--- src/rtl/mem_pkg.sv ---
// Shared encodings for the sized data memory: access sizes and clear-FSM states.
package mem_pkg;

  localparam logic [1:0] SZ_BYTE = 2'b00;
  localparam logic [1:0] SZ_HALF = 2'b01;
  localparam logic [1:0] SZ_WORD = 2'b10;

  typedef enum logic {
    CLEAR = 1'b0,
    IDLE  = 1'b1
  } clr_state_t;

endpackage

--- src/rtl/mem_lane_align.sv ---
// Combinational lane logic: store byte-lane mask and data replication,
// load lane select with sign/zero extension, and the alignment check.
module mem_lane_align
  import mem_pkg::*;
(
  input  logic        access,
  input  logic [1:0]  addr_lo,
  input  logic [1:0]  size,
  input  logic        unsigned_ld,
  input  logic [31:0] wdata,
  input  logic [31:0] rword,
  output logic [3:0]  lane_mask,
  output logic [31:0] wdata_rep,
  output logic [31:0] rdata_ext,
  output logic        misaligned
);

  logic [7:0]  sel_byte;
  logic [15:0] sel_half;

  always_comb begin
    case (addr_lo)
      2'd0:    sel_byte = rword[7:0];
      2'd1:    sel_byte = rword[15:8];
      2'd2:    sel_byte = rword[23:16];
      default: sel_byte = rword[31:24];
    endcase
    sel_half = addr_lo[1] ? rword[31:16] : rword[15:0];
  end

  always_comb begin
    lane_mask = 4'b0000;
    wdata_rep = wdata;
    rdata_ext = 32'h0;
    case (size)
      SZ_BYTE: begin
        lane_mask = 4'b0001 << addr_lo;
        wdata_rep = {4{wdata[7:0]}};
        rdata_ext = {{24{sel_byte[7] & ~unsigned_ld}}, sel_byte};
      end
      SZ_HALF: begin
        lane_mask = addr_lo[1] ? 4'b1100 : 4'b0011;
        wdata_rep = {2{wdata[15:0]}};
        rdata_ext = {{16{sel_half[15] & ~unsigned_ld}}, sel_half};
      end
      SZ_WORD: begin
        lane_mask = 4'b1111;
        rdata_ext = rword;
      end
      default: ;
    endcase
  end

  // size=11 is always a fault, independent of address bits.
  assign misaligned = access &&
                      (((size == SZ_HALF) && addr_lo[0]) ||
                       ((size == SZ_WORD) && (addr_lo != 2'b00)) ||
                       (size == 2'b11));

endmodule

--- src/rtl/data_mem_sized.sv ---
// Word-organised data memory with byte/half/word access, fault detection,
// sticky error flag and a sequential post-reset clear engine.
module data_mem_sized
  import mem_pkg::*;
#(
  parameter int DEPTH          = 64,
  parameter int ADDR_W         = 32,
  parameter bit CLEAR_ON_RESET = 1'b1
) (
  input  logic              clk,
  input  logic              reset_n,
  input  logic [ADDR_W-1:0] addr,
  input  logic              re,
  input  logic              we,
  input  logic [1:0]        size,
  input  logic              unsigned_ld,
  input  logic [31:0]       wdata,
  output logic [31:0]       rdata,
  output logic              busy,
  output logic              misaligned,
  output logic              out_of_range,
  output logic              err_sticky,
  output logic              dbg_state
);

  localparam int IDX_W = $clog2(DEPTH);

  logic [31:0]      mem [DEPTH];
  clr_state_t       state_q, state_d;
  logic [IDX_W-1:0] idx_q, idx_d;
  logic             clear_we;

  logic [IDX_W-1:0] word_idx;
  logic [3:0]       lane_mask;
  logic [31:0]      wdata_rep;
  logic [31:0]      rdata_ext;
  logic             access;
  logic             fault;
  logic             store_ok;

  assign access   = re | we;
  assign word_idx = addr[IDX_W+1:2];

  // DEPTH is a power of two, so any set bit above the index field is out of range.
  assign out_of_range = access && (|addr[ADDR_W-1:IDX_W+2]);

  mem_lane_align u_align (
    .access      (access),
    .addr_lo     (addr[1:0]),
    .size        (size),
    .unsigned_ld (unsigned_ld),
    .wdata       (wdata),
    .rword       (mem[word_idx]),
    .lane_mask   (lane_mask),
    .wdata_rep   (wdata_rep),
    .rdata_ext   (rdata_ext),
    .misaligned  (misaligned)
  );

  assign fault     = misaligned | out_of_range;
  assign busy      = (state_q == CLEAR);
  assign store_ok  = we && !busy && !fault;
  assign rdata     = (re && !busy && !fault) ? rdata_ext : 32'h0;
  assign dbg_state = logic'(state_q);

  always_ff @(posedge clk or negedge reset_n) begin
    if (!reset_n) begin
      state_q    <= CLEAR_ON_RESET ? CLEAR : IDLE;
      idx_q      <= '0;
      err_sticky <= 1'b0;
    end else begin
      state_q <= state_d;
      idx_q   <= idx_d;
      if (!busy && fault) err_sticky <= 1'b1;
    end
  end

  // Leaving CLEAR acts as the done flag, so the index never wraps into a second pass.
  always_comb begin
    state_d  = state_q;
    idx_d    = idx_q;
    clear_we = 1'b0;
    case (state_q)
      CLEAR: begin
        clear_we = 1'b1;
        if (idx_q == IDX_W'(DEPTH - 1)) state_d = IDLE;
        else                            idx_d   = idx_q + IDX_W'(1);
      end
      default: ;
    endcase
  end

  always_ff @(posedge clk) begin
    if (clear_we) begin
      mem[idx_q] <= 32'h0;
    end else if (store_ok) begin
      for (int l = 0; l < 4; l++) begin
        if (lane_mask[l]) mem[word_idx][8*l +: 8] <= wdata_rep[8*l +: 8];
      end
    end
  end

endmodule

--- config.mk ---
export PLATFORM = sky130hd
export DESIGN_NAME = data_mem_sized
export DESIGN_NICKNAME = d
export VERILOG_FILES = /design/src/rtl/mem_pkg.sv /design/src/rtl/mem_lane_align.sv /design/src/rtl/data_mem_sized.sv
export SDC_FILE = /design/constraint.sdc
export NUM_CORES = 2
export LEC_CHECK = 0
export CORE_MARGIN = 2
export CORE_UTILIZATION = 40
export CTS_CLUSTER_DIAMETER = 120
export DETAILED_ROUTE_END_ITERATION = 8
export PLACE_DENSITY_LB_ADDON = 0.15
export SYNTH_ARGS = -nofsm -noshare
export SYNTH_HDL_FRONTEND = slang
export SYNTH_SLANG_ARGS = --single-unit
--- constraint.sdc ---
create_clock -name clk -period 4.2 [get_ports clk]
set_clock_uncertainty 0.2 [all_clocks]
set_input_delay 0.84 -clock clk [delete_from_list [all_inputs] [get_ports clk]]
set_output_delay 0.84 -clock clk [all_outputs]
set_load 0.05 [all_outputs]
==> metrics <==
worst hold slack 0.165 ns; sequence of cells on the critical path mux4_2, mux4_2, mux2i_4, buf_6, nor3_2, a311oi_2, o31ai_2, a211oi_2, buf_4, buf_12, o22ai_2, buf_6; Syn. warnings 0; cts bufs inserted 212; cell row count 165; Worst Setup Start Kind flip-flop; layout cells sized above 1 38.8%; setup_tns -23.27 ns; total power per unit cell area 413 nW/um^2; Yosys top cell area share 75.8%; sink count of the clock tree 2056; failing checks setup timing; adder and majority gate portion of the synthesized area 0.0154%; FF-to-FF path depth 9; maximum level of the CTS H-tree 4; initial antenna violation count 6; Crit Path Class flip-flop to output pin; maximum number of pins on one net before global-route repair 65; vias per inst 5.57; Max Freq 200 MHz; biggest fanout along the worst timing path 8; RSZ-0062 raised after global routing yes; Post-synth EDFFs 2048; cell type contributing the most total cell area after synthesis sky130_fd_sc_hd__edfxtp_1; CTS max path bufs 3; top cells by count, synth sky130_fd_sc_hd__edfxtp_1 (2048), sky130_fd_sc_hd__mux4_2 (533), sky130_fd_sc_hd__nor2_1 (322); Crit Reg-Reg Endpoint mem[47][1]; area fraction in compound gates after synthesis 2.33%; status finished, violations left; iteration count of the initial detailed-routing pass 7; count of boundary I/O pins 108; main combinational cell family by area after synthesis multiplexers; TritonCTS clock tree yes; residual DRC count 0; critical path endpoint category output pin; die span in y 454 microns; clock insertion delay at the later pin of the skew report 0.87 ns; net total in the final layout 5015; max incr delay on CP 0.51 ns; share of cell area taken by muxes after synthesis 16.9%; Post-Syn Area 81100 sq um; Final Hold Violating Endpoints 0; GRT overflow 0; overall power after layout 42.1 mW; data arrival time at the worst-slack endpoint 3.97 ns; slowest CP cell sky130_fd_sc_hd__mux4_2; number of max-cap violations 0; initial cell density of the core 40.2%; Required @ worst endpoint 3.16 ns; leading cell types by total area after synthesis sky130_fd_sc_hd__edfxtp_1 (76%), sky130_fd_sc_hd__mux4_2 (15%), sky130_fd_sc_hd__mux2i_1 (2.0%), sky130_fd_sc_hd__nor2_1 (1.5%), sky130_fd_sc_hd__nand2_1 (0.88%); placed wire-length estimate after detailed placement 159000 microns; basic-gate share of the synthesized area counting and, or, nand and nor cells 3.31%; minimum clock period after layout 5.01 ns; final worst path period share 119%; peak supply drop 0.000451 V; Final WS setup -0.808 ns; global-route wire length before repair 333000 microns; clock slew at the register clock pins of the worst setup and hold paths 0.07 ns; Root Driver sky130_fd_sc_hd__clkbuf_16; most frequent cell after synthesis sky130_fd_sc_hd__edfxtp_1; Static Leakage 30.8 nW; sequential element share of the synthesized area 76.1%; First DRT Iteration DRCs 4387; Synthesized Nets 3990; beginning of the worst register-to-register path dbg_state; ys async rst share 0.389%; number of port buffers 107; count of vias placed by the detailed router 43393; count of endpoints failing setup in the final report 32; number of storage elements in the synthesis netlist 2056; cells after synthesis 3918; standard cell core area 202000 sq um; Post-synth top flop sky130_fd_sc_hd__edfxtp_1; P&R area growth vs syn 25.7%; area enclosed by the die boundary 206000 sq um; relative max-transition margin 20.8%; total routing resource utilization after global routing 22.9%; routed wire length per instance 30.3 microns; DIE WIDTH 454 microns; global placement routability congestion 0.872; Worst Max-Slew Pin Slew 1.18 ns; Detail Route Antenna Nets 0; post-synthesis cell type count 64; slack of the worst reg-to-reg path 0.49 ns; xor/xnor share of the synthesized area 0.0432%; Mapped Avg Cell Area 20.7 sq um; hold crit path type input port to async pin; via count of the first global-routing pass 44250; max-slew violation count 0; total wire length after detailed routing 236000 microns
-- layer usage --
layer / global-route usage, % / vias to the layer above / share of wire [%]
li1: - / 18371 / -
met1: 31.1 / 23345 / 42
met2: 38.1 / 1365 / 50
met3: 2.91 / 312 / 5.2
met4: 7.84 / 0 / 3.4
met5: 0 / - / 0
-- registers in the layout (all words and copies together) (netlist names) --
| name | cells |
|---|---|
| dbg_state | 1 |
| err_sticky | 1 |
| idx_q | 6 |
| mem | 2048 |
-- worst max-delay path, delay by kind of cell, from the launching register on --
| family | cells | cell delay [ns] |
|---|---|---|
| and+or+nand+nor | 1 | 0.03 |
| DFF | 1 | 0.41 |
| muxes | 3 | 1.35 |
| buffers and inverters | 4 | 0.65 |
| AOI/OAI and AO/OA | 4 | 0.68 |
-- power breakdown --
| part | total, mW | switching, mW | internal [mW] |
|---|---|---|---|
| Combinational | 1.92 | 1.02 | 0.898 |
| Clock | 17.9 | 7.90 | 10.0 |
| Sequential | 22.2 | 0 | 22.2 |
-- kinds of logic (layout without fill, tap and decap cells) --
family,Yosys count,after routing
adders and majority gates,1,1
xor gates and xnor gates,4,4
buffers and inverters,234,1437
and+or+nand+nor,639,639
muxes,703,703
DFF,2056,2056
AOI/OAI and AO/OA,281,281
other,0,3
-- worst max path at each step --
stage / end / depth (start not counted) / start
global placement: rdata[31] / 13 / addr[2]
CTS: rdata[29] / 12 / mem[22][7]
finish: rdata[31] / 12 / mem[14][7]
global route: rdata[31] / 12 / mem[14][7]
detailed placement: rdata[23] / 13 / addr[2]
floorplan: rdata[16] / 11 / addr[2]
-- what timing repair did --
| action | 4_1_cts | 5_1_grt |
|---|---|---|
| endpoints found under the setup margin | 96 | 147 |
| gates cloned | 11 | 5 |
| gates resized for setup | 210 | 66 |
| pin swaps | 37 | 27 |
| setup buffers | 55 | 41 |
| hold buffers | 0 | 0 |
-- cells in the final DEF (no fill, tap or decap), types with 18 or more instances in the layout --
cell	n
sky130_fd_sc_hd__edfxtp_1	2048
sky130_fd_sc_hd__buf_4	701
sky130_fd_sc_hd__mux4_2	533
sky130_fd_sc_hd__nor2_1	280
sky130_fd_sc_hd__clkbuf_16	220
sky130_fd_sc_hd__nand2_1	178
sky130_fd_sc_hd__buf_12	167
sky130_fd_sc_hd__mux2i_1	157
sky130_fd_sc_hd__clkdlybuf4s50_1	66
sky130_fd_sc_hd__clkinv_1	60
sky130_fd_sc_hd__buf_6	55
sky130_fd_sc_hd__clkbuf_1	50
sky130_fd_sc_hd__a21oi_1	45
sky130_fd_sc_hd__a22oi_1	45
sky130_fd_sc_hd__clkinv_2	32
sky130_fd_sc_hd__nand3_1	27
sky130_fd_sc_hd__nor2_2	24
sky130_fd_sc_hd__buf_16	20
sky130_fd_sc_hd__nor2_4	18
sky130_fd_sc_hd__o21ai_2	18
sky130_fd_sc_hd__buf_8	18
-- metrics by stage --
stage          cell area (sq um)  worst slack [ns]  util (%)  instances
3_5_place_dp               93100             -1.57      46.1       7298
3_3_place_gp               93100             -1.56      46.1       7298
4_1_cts                   101000            -0.962      50.2       7754
5_1_grt                   102000            -0.934      50.5       7795
2_1_floorplan              81500            -0.390         -       3918
6_report                  102000            -0.808      50.5       7796
-- layout make-up --
cell class / instances / area [sq um]
antenna: 3 / 7.51
clock buffer: 267 / 5600
clock inverter: 125 / 997
fill: 16350 / 99900
inverter: 9 / 41.3
multi-input combinational: 1628 / 19400
sequential: 2056 / 61700
tap: 2672 / 3340
timing repair buffer: 1036 / 10900
(Power assumes the default switching activity.)
